$ cat src/rtl/e203_exu_alu_share_arb_pkg.sv
// Shared constants for the EXU ALU datapath arbiter: requester indices,
// state encoding and the default lock watchdog limit.
package e203_exu_alu_share_arb_pkg;

    localparam int E203_REQ_ALU    = 0;
    localparam int E203_REQ_BJP    = 1;
    localparam int E203_REQ_AGU    = 2;
    localparam int E203_REQ_MULDIV = 3;

    // Must cover the 33+ cycle iterative divide.
    localparam int E203_LOCK_MAX_CYC = 40;

    typedef enum logic {
        E203_ST_IDLE   = 1'b0,
        E203_ST_LOCKED = 1'b1
    } arb_state_e;

endpackage

$ cat src/rtl/e203_exu_alu_share_wdog.sv
// Lock watchdog: saturating count of locked cycles, combinational expiry and a
// registered one-cycle timeout pulse that can be cancelled by flush/normal release.
module e203_exu_alu_share_wdog #(
    parameter int LOCK_MAX_CYC = 40,
    parameter int CNT_W        = 6
) (
    input  logic clk,
    input  logic rst_n,
    input  logic clr,
    input  logic inc,
    input  logic cancel,
    output logic expire,
    output logic timeout
);

    localparam logic [CNT_W-1:0] CNT_LAST = CNT_W'(LOCK_MAX_CYC - 1);

    logic [CNT_W-1:0] cnt;

    assign expire = inc && (cnt == CNT_LAST);

    always_ff @(posedge clk or negedge rst_n) begin
        if (!rst_n) begin
            cnt     <= '0;
            timeout <= 1'b0;
        end else begin
            timeout <= expire & ~cancel;
            if (clr)
                cnt <= '0;
            else if (inc && (cnt != CNT_LAST))
                cnt <= cnt + 1'b1;
        end
    end

endmodule

$ cat src/rtl/e203_exu_alu_share_arb.sv
// Arbiter/sequencer for the shared EXU ALU datapath: fixed-priority grant in
// IDLE, exclusive multi-cycle ownership for AGU/MULDIV, buffer-enable gating.
module e203_exu_alu_share_arb
    import e203_exu_alu_share_arb_pkg::*;
#(
    parameter int LOCK_MAX_CYC = E203_LOCK_MAX_CYC,
    parameter int CNT_W        = 6
) (
    input  logic       clk,
    input  logic       rst_n,
    input  logic       alu_req_valid,
    output logic       alu_req_ready,
    input  logic       bjp_req_valid,
    output logic       bjp_req_ready,
    input  logic       agu_req_valid,
    input  logic       agu_req_lock,
    input  logic       agu_req_last,
    output logic       agu_req_ready,
    input  logic       muldiv_req_valid,
    input  logic       muldiv_req_lock,
    input  logic       muldiv_req_last,
    output logic       muldiv_req_ready,
    input  logic [1:0] agu_sbf_ena_in,
    input  logic [1:0] muldiv_sbf_ena_in,
    output logic       sbf_0_ena,
    output logic       sbf_1_ena,
    output logic       sbf_sel_muldiv,
    output logic [3:0] dpath_sel,
    input  logic       flush_req,
    output logic       dpath_locked,
    output logic       lock_owner,
    output logic       lock_timeout
);

    arb_state_e state, nxt_state;
    logic       nxt_owner;
    logic [3:0] rdy;
    logic [1:0] sbf_ena;
    logic       lock_enter, owner_done, expire;

    always_ff @(posedge clk or negedge rst_n) begin
        if (!rst_n) begin
            state      <= E203_ST_IDLE;
            lock_owner <= 1'b0;
        end else begin
            state      <= nxt_state;
            lock_owner <= nxt_owner;
        end
    end

    always_comb begin
        rdy            = '0;
        sbf_ena        = 2'b00;
        sbf_sel_muldiv = 1'b0;
        nxt_state      = state;
        nxt_owner      = lock_owner;
        lock_enter     = 1'b0;
        owner_done     = 1'b0;
        case (state)
            E203_ST_IDLE: begin
                // Multi-cycle requesters first: their ops were issued earlier and must not stall.
                if (!flush_req) begin
                    if (muldiv_req_valid) begin
                        rdy[E203_REQ_MULDIV] = 1'b1;
                        sbf_ena              = muldiv_sbf_ena_in;
                        sbf_sel_muldiv       = 1'b1;
                        if (muldiv_req_lock && !muldiv_req_last) begin
                            nxt_state  = E203_ST_LOCKED;
                            nxt_owner  = 1'b1;
                            lock_enter = 1'b1;
                        end
                    end else if (agu_req_valid) begin
                        rdy[E203_REQ_AGU] = 1'b1;
                        sbf_ena           = agu_sbf_ena_in;
                        if (agu_req_lock && !agu_req_last) begin
                            nxt_state  = E203_ST_LOCKED;
                            nxt_owner  = 1'b0;
                            lock_enter = 1'b1;
                        end
                    end else if (bjp_req_valid) begin
                        rdy[E203_REQ_BJP] = 1'b1;
                    end else if (alu_req_valid) begin
                        rdy[E203_REQ_ALU] = 1'b1;
                    end
                end
            end
            E203_ST_LOCKED: begin
                sbf_sel_muldiv = lock_owner;
                if (flush_req) begin
                    nxt_state = E203_ST_IDLE;
                end else begin
                    if (lock_owner) begin
                        rdy[E203_REQ_MULDIV] = muldiv_req_valid;
                        sbf_ena              = muldiv_sbf_ena_in;
                        owner_done           = muldiv_req_valid & muldiv_req_last;
                    end else begin
                        rdy[E203_REQ_AGU] = agu_req_valid;
                        sbf_ena           = agu_sbf_ena_in;
                        owner_done        = agu_req_valid & agu_req_last;
                    end
                    if (owner_done || expire)
                        nxt_state = E203_ST_IDLE;
                end
            end
            default: nxt_state = E203_ST_IDLE;
        endcase
    end

    e203_exu_alu_share_wdog #(
        .LOCK_MAX_CYC (LOCK_MAX_CYC),
        .CNT_W        (CNT_W)
    ) u_wdog (
        .clk     (clk),
        .rst_n   (rst_n),
        .clr     (lock_enter | flush_req),
        .inc     (state == E203_ST_LOCKED),
        .cancel  (flush_req | owner_done),
        .expire  (expire),
        .timeout (lock_timeout)
    );

    assign alu_req_ready    = rdy[E203_REQ_ALU];
    assign bjp_req_ready    = rdy[E203_REQ_BJP];
    assign agu_req_ready    = rdy[E203_REQ_AGU];
    assign muldiv_req_ready = rdy[E203_REQ_MULDIV];
    assign dpath_sel        = rdy;
    assign sbf_0_ena        = sbf_ena[0];
    assign sbf_1_ena        = sbf_ena[1];
    assign dpath_locked     = (state == E203_ST_LOCKED);

endmodule

$ cat config.mk
export PLATFORM = sky130hd
export DESIGN_NAME = e203_exu_alu_share_arb
export DESIGN_NICKNAME = d
export VERILOG_FILES = /design/src/rtl/e203_exu_alu_share_arb_pkg.sv /design/src/rtl/e203_exu_alu_share_wdog.sv /design/src/rtl/e203_exu_alu_share_arb.sv
export SDC_FILE = /design/constraint.sdc
export NUM_CORES = 1
export LEC_CHECK = 0
export CORE_MARGIN = 3
export CORE_UTILIZATION = 36
export DETAILED_ROUTE_END_ITERATION = 8
export PLACE_DENSITY = 0.74
export SKIP_CTS_REPAIR_TIMING = 1
export SYNTH_ARGS = -nofsm -noshare
export SYNTH_HDL_FRONTEND = slang
export SYNTH_SLANG_ARGS = --single-unit
$ cat constraint.sdc
create_clock -name clk -period 1.5 [get_ports clk]
set_input_delay 0.3 -clock clk [delete_from_list [all_inputs] [get_ports clk]]
set_output_delay 0.3 -clock clk [all_outputs]
set_load 0.02 [all_outputs]
# Word level (Yosys, flattened, before mapping)
# Index checks and enable logic that the tools add are counted.
totals:
  ff_bits: 9
  input_bits: 15
  wordCells: 68
op_classes:
  addsub: 1
  n_eq_ne: 3
  n_mux: 41
  bitwise: 8
  n_reduce_logical: 11
op_table:
  columns: ["op", "n"]
  rows:
  - ["2-to-1 mux 1 bit", 25]
  - ["2-to-1 mux 2 bit", 8]
  - ["2-to-1 mux 6 bit", 2]
  - ["one-hot mux 2 bit (2 select lines)", 2]
  - ["adder 6 x 1 -> 6 bit (second input constant)", 1]
  - ["== test 6 bit (second input constant)", 1]
  - ["!= test 6 bit (second input constant)", 1]
  - ["nonzero test 2 bit", 3]
  - ["AND reduction 5 bit", 1]
  - ["logical AND 1 bit", 4]
  - ["2-to-1 mux 4 bit", 1]
  - ["one-hot mux 1 bit (2 select lines)", 2]
  - ["bitwise AND 1 bit", 3]
  - ["2-to-1 mux 3 bit", 1]
  - ["inverter 1 bit", 3]
  - ["logical NOT 1 bit", 2]
  - ["!= test 2 x 1 -> 1 bit (second input constant)", 1]
  - ["OR 1 bit", 2]
  - ["logical OR 1 bit", 1]

# Logic depth before layout (Yosys ltp)
# Gate-level depths: netlist of the first run.
depth:
  ltp_word: 9
  depth_mapped: 5
  ltp_nobuf: 5

# Hierarchy
# From an unflattened synthesis of the first run, not the netlist that was laid out.
hier_totals:
  hier_cells: 80
  hier_area_um2: 715.7
modules_own_cells:
  columns: ["mod", "instances", "cells_each", "area_each_um2", "seq_area_each_um2"]
  rows:
  - ["e203_exu_alu_share_wdog", 1, 43, 405.4, 175.2]
  - ["e203_exu_alu_share_arb", 1, 37, 310.3, 50.0]

# Worst setup path after synthesis of the first run
# OpenSTA, ideal clock, no wires.
synth_timing:
  path_kind: "register to output"
  start: "reg state (netlist: dpath_locked)"
  end: "out dpath_sel[2]"
  arrival_time_ns: 1.798
  required_time_ns: 1.200
  path_slack_ns: -0.598
  path_stages_with_launch: 5
  n_path_buf: 2
  cell_sequence: "dfrtp_1 buf_6 mux2_2 nor3b_1 buf_4"
synth_between:
  elab_chain_cells: 2
synth_rtl:
  columns: ["item", "line", "text"]
  rows:
  - ["start: declaration", "e203_exu_alu_share_arb.sv:35", "arb_state_e state, nxt_state;"]
  - ["start signal: assignment", "e203_exu_alu_share_arb.sv:46", "state <= nxt_state;"]
  - ["inverter 1 bit (no source line)", null, null]
  - ["one-hot mux 2 bit (2 select lines) (*)", "e203_exu_alu_share_arb.sv:59", "case (state)"]
  - ["end: declaration", "e203_exu_alu_share_arb.sv:28", "output logic [3:0] dpath_sel,"]
# Mark *: on every way between the ends. The rest lies on a longest branch, timed or not.

# Worst setup path after layout of the first run
layout_timing:
  start: "reg state (netlist: dpath_locked)"
  end: "out sbf_0_ena"
layout_between:
  elab_chain_cells: 2
layout_rtl:
  columns: ["item", "line", "text"]
  rows:
  - ["inverter 1 bit (no source line)", null, null]
  - ["one-hot mux 2 bit (2 select lines) (*)", "e203_exu_alu_share_arb.sv:59", null]
  - ["end: declaration", "e203_exu_alu_share_arb.sv:25", "output logic sbf_0_ena,"]
# Marked as above.

==> metrics.txt, run 1 <==
status=complete, but fails checks; failing checks=negative setup slack; fraction of registers with async set/reset=1.000; R2R cell count=7; number of synthesized flops with an enable pin=0; drt pass-1 iters=2; Final ANT Viol Nets=0; Final Skew=0.006816 ns; library cells used by synthesis=33; worst-path maximum fanout=3; Max Transition Viols Final=0; Req. time, crit path=1.20 ns; sequential area share after synthesis=0.3564; Initial Util=0.4008; final setup vio count=19; Yosys top cell by area=dfrtp_1; final setup margin=-0.4125 ns; Final min period=1.912 ns; initial DRC count=4; synthesis-stage register bit count=9; Clock Tree Buf Depth=2; Die X=47.90 um; Rel. slew slack=0.7328; Worst EP arrival=1.61 ns; vias in the first global route=570; fin cells=127; Sink Count=9; RSZ-0062 raised after global routing=yes; Pint=0.5189 mW; Worst-Margin Slew=0.3995 ns; Max-cap violations=0; Top FF cell, synth=dfrtp_1; Die Area=2294 um2; worst r2r dst=u_wdog.cnt[0]; # rows=14; H-tree depth=1; Placed Instances=117; port buffer count=28; Ports=29; Gate Count Post-Synth=64; # DRC=0; share of the synthesized area in the top cell type=0.3564; Fill cells=124; Multi-input gate area=400.4 um2; Synth-to-Final Area Change=82.38%; layout net count=128; Max VDD drop=0.0005870 V; worst setup path end=sbf_0_ena; Hold WS=0.3268 ns; Tcrit/Tclk final=1.275; clock root cell=clkbuf_4; Synth Area per Inst=9.873 um2; clk_lat worst skew=0.26 ns; critical path class=reg -> out; Total Power=0.7327 mW; Hold Path Class=in -> async; via count=656; clock power share=0.258; Synth Net Count=80; final wirelength=1.871 mm; DR WL/cell=14.73 um; gr usage total=0.1552; total congestion overflow=0; reg2reg start=dpath_locked; switching power=0.2138 mW; leakage=0.5687 nW; Flop pwr share=0.357; initial antenna violation count=0; share of post-route cells with drive strength above 1=0.4414; Gate power share=0.385; Power Dens Cells=635.9 nW/um2; mean number of vias per cell=5.165; Synth area leaders=dfrtp_1 (36%), buf_4 (4.8%), a22o_1 (4.2%), nor3_1 (4.0%), and3_1 (3.0%); first-pass GRT wire length=2.484 mm; fmax=0.5229 GHz; GP Congestion=0.8213; Switching Share=0.2918; Setup crit start kind=flop; Num CTS Buffers=3; largest net degree at the start of global routing=13; R2R Setup Slk=-0.29 ns; CTS tree=built; cell area after synthesis=631.9 um2; n_diodes=0; Die H=47.90 um; DP Worst Slack=-0.9162 ns; Critical Path Start=dpath_locked; Synth Warn #=0; FF/Latch Area=226.5 um2; Worst-path clk slew=0.06 ns; Core Footprint=1577 um2; Hold Vio Cnt, Final=0; Worst setup EP type=output pin
-- power groups by stage --
stage / Combinational (mW) / Clock (mW) / Sequential, mW
2_1_floorplan: 0.0990 / 0 / 0.278
6_report: 0.282 / 0.189 / 0.261
3_5_place_dp: 0.252 / 0 / 0.266
3_3_place_gp: 0.248 / 0 / 0.265
4_1_cts: 0.253 / 0.200 / 0.261
5_1_grt: 0.301 / 0.205 / 0.263
-- synthesized netlist by cell type, types with 2 or more instances --
cell type / instances
dfrtp_1: 9
nand2_1: 5
nor3_1: 5
buf_4: 4
a21oi_1: 3
a22o_1: 3
and3_1: 3
nor2_1: 3
nor2b_1: 2
nor3b_1: 2
o21ai_0: 2
xor2_1: 2
-- critical path, stage by stage (launching register included) --
cell     delay [ns]
dfrtp_2        0.43
or4b_4         0.55
o21ai_2        0.09
a22o_1         0.17
buf_6          0.12
-- layout make-up --
| class | instances | share of cell area |
|---|---|---|
| Inverter | 1 | 0.003257 |
| Tap cell | 16 | 0.01737 |
| Multi-Input combinational cell | 48 | 0.3474 |
| Sequential cell | 9 | 0.1965 |
| Timing Repair Buffer | 49 | 0.4126 |
| Clock buffer | 4 | 0.02280 |
-- registers in the layout, indices dropped and copies added, names as in the netlist --
register / flops
lock_owner: 1
u_wdog.timeout: 1
dpath_locked: 1
u_wdog.cnt: 6
-- cell usage in the layout (no fill, tap or decap), types with 2 or more instances in the layout --
cell / instances
buf_6: 14
and3_1: 2
nor3_1: 5
nor2b_1: 2
clkdlybuf4s50_1: 12
a21oi_1: 3
dfrtp_1: 8
buf_4: 18
clkbuf_4: 3
dlymetal6s2s_1: 5
xor2_1: 2
nand2_1: 5
o21ai_2: 2
nor2_1: 3
a22o_1: 3
-- layer usage --
layer,GRT usage,routed length [um]
met2,0.2718,915
met3,0.03383,197
met1,0.1808,742
met4,0.06452,15
met5,0,0
-- stage by stage --
stage	cell area (um2)	setup TNS [ns]	utilization
final	1152	-4.754	0.7310
after global routing	1152	-5.711	0.7310
after CTS	1044	-11.00	0.6619
after detailed placement	1017	-12.63	0.6452
after global placement	1017	-11.72	0.6452
after floorplan	649.4	-1.117	-
-- how the worst min path moves through the flow --
stage | from | end | slack (ns) | cells after the start
2_1_floorplan | rst_n | dpath_locked | 0.004 | 0
3_3_place_gp | u_wdog.cnt[5] | u_wdog.cnt[5] | 0.56 | 2
3_5_place_dp | u_wdog.cnt[5] | u_wdog.cnt[5] | 0.56 | 2
4_1_cts | rst_n | u_wdog.cnt[5] | 0.34 | 1
5_1_grt | rst_n | u_wdog.cnt[4] | 0.35 | 1
6_report | rst_n | u_wdog.cnt[5] | 0.33 | 1
-- cell families (layout without fill, tap and decap cells) --
group | Yosys count | in the layout | share of synthesized area
fa+ha+maj | 1 | 1 | 0.01980
compound gates | 14 | 14 | 0.1881
flops | 9 | 9 | 0.3564
xor+xnor | 3 | 3 | 0.04159
buf+inv | 7 | 54 | 0.07722
simple gates | 28 | 28 | 0.2832
mux | 2 | 2 | 0.03366
Note: power is estimated with default switching activity, not from simulation.
==> inputs of run 2 (changes only) <==
--- a/config.mk
+++ b/config.mk
@@ -8,6 +8,7 @@
 export CORE_MARGIN = 3
 export CORE_UTILIZATION = 36
 export DETAILED_ROUTE_END_ITERATION = 8
+export HOLD_SLACK_MARGIN = 0.05
 export PLACE_DENSITY = 0.74
 export SKIP_CTS_REPAIR_TIMING = 1
 export SYNTH_ARGS = -nofsm -noshare
==> results of run 2 <==
Same layout as run 1: the final DEF is identical, and so are final timing and power.
==> inputs of run 3 (changes only) <==
--- a/config.mk
+++ b/config.mk
@@ -5,9 +5,10 @@
 export SDC_FILE = /design/constraint.sdc
 export NUM_CORES = 1
 export LEC_CHECK = 0
-export CORE_MARGIN = 3
+export CORE_MARGIN = 10
 export CORE_UTILIZATION = 36
 export DETAILED_ROUTE_END_ITERATION = 8
+export GPL_ROUTABILITY_DRIVEN = 0
 export HOLD_SLACK_MARGIN = 0.05
 export PLACE_DENSITY = 0.74
 export SKIP_CTS_REPAIR_TIMING = 1
==> run 3 against run 2 <==
Net effect:
- the flow still finishes with violations (negative setup slack)
- clock skew decreased by 0.0029 ns
- sequential share of layout area up 0.33 points
- via count increased by 2.0%
- fmax rose by 0.20%
- highest routed layer unchanged
==> metrics.txt, run 3 (synthesized netlist as in run 1, its figures left out) <==
CP peak stage delay=0.56 ns; largest net degree at the start of global routing=13; Top reg by flops=u_wdog.cnt; Synth-to-Final Area Change=79.41%; n_diodes=0; # rows=15; Tcrit/Tclk final=1.272; vias in the first global route=629; Max-cap violations=0; Slowest cell on crit path=or4b_4; Worst setup EP type=output pin; Hold Vio Cnt, Final=0; initial DRC count=2; dpl hpwl=1.443 mm; Req. time, crit path=1.20 ns; Total Power=0.7405 mW; Num CTS Buffers=3; worst-path maximum fanout=4; first-pass GRT wire length=2.753 mm; final core area utilization=0.6711; Worst-path clk slew=0.06 ns; Placed Area=1011 um2; Ports=29; port buffer count=28; Finished Cell Area=1134 um2; Final ANT Viol Nets=0; final setup TNS=-4.467 ns; Die X=61.90 um; max reg flops=6; leakage=0.5616 nW; clock root cell=clkbuf_4; Final Skew=0.003872 ns; Final min period=1.909 ns; reg2reg start=dpath_locked; Clock Tree Buf Depth=2; Core Footprint=1689 um2; initial antenna violation count=0; mean number of vias per cell=5.268; fin cells=127; Max Transition Viols Final=0; drt pass-1 iters=2; H-tree depth=1; DP Worst Slack=-0.9032 ns; Worst-Margin Slew=0.3893 ns; Setup crit start kind=flop; Worst EP arrival=1.61 ns; failing checks=negative setup slack; Power Dens Cells=653.2 nW/um2; Critical Path Start=dpath_locked; commonest non-fill, non-tap cell in the layout=buf_4; final setup margin=-0.4087 ns; Hold Path Class=in -> async; status=complete, but fails checks; # DRC=0; Max VDD drop=0.0004451 V; commonest cells after routing, fill and taps aside=buf_4 (18), clkdlybuf4s50_1 (12), buf_6 (12); Placed Instances=117; Initial Util=0.3741; total congestion overflow=0; DR WL/cell=15.07 um; Hold WS=0.3217 ns; share of post-route cells with drive strength above 1=0.4364; critical path cell sequence=or4b_4, o21ai_2, a22o_1, buf_6; Sink Count=9; clk_lat worst skew=0.26 ns; critical path class=reg -> out; fmax=0.5239 GHz; Die H=61.90 um; layout net count=127; Die Area=3831 um2; Rel. slew slack=0.7397; RSZ-0062 raised after global routing=yes; final setup vio count=20; CTS tree=built; final wirelength=1.914 mm; gr usage total=0.09688; via count=669
==> run 3: final cells by class <==
cell class	instances	area (um2)
multi-input cells	48	405.4
fillers	133	555.5
repair buffers	48	450.4
clock buffers	4	26.28
flip-flops and latches	9	226.5
inverters	1	3.754
well taps	17	21.27
==> run 3: final timing paths <==
check / to / slack, ns / cells after the start
worst max register to register: dpath_locked / -0.32 / 7
worst min register to register: u_wdog.cnt[5] / 0.56 / 2
min in group clk: u_wdog.timeout / 0.54 / 4
worst min-delay path: u_wdog.cnt[5] / 0.32 / 1
max in group asynchronous: dpath_locked / 0.87 / 1
worst max-delay path: sbf_1_ena / -0.41 / 4
==> run 3: routing by layer <==
layer	wire length, um	vias up	global-route usage
met5	0	-	0
met4	36	0	0.06688
met3	183	2	0.02236
met2	812	29	0.1479
met1	882	308	0.1174
li1	-	330	-
==> run 3: critical path: cells and delay by family (launching register included) <==
kind | cells | cell delay (ns)
simple gates | 1 | 0.56
flops | 1 | 0.43
compound gates | 2 | 0.24
buf+inv | 1 | 0.11
==> run 3: report_power, final <==
group,switching [mW],internal [mW]
clock,0.0853,0.103
combinational,0.121,0.168
sequential,0.00988,0.254
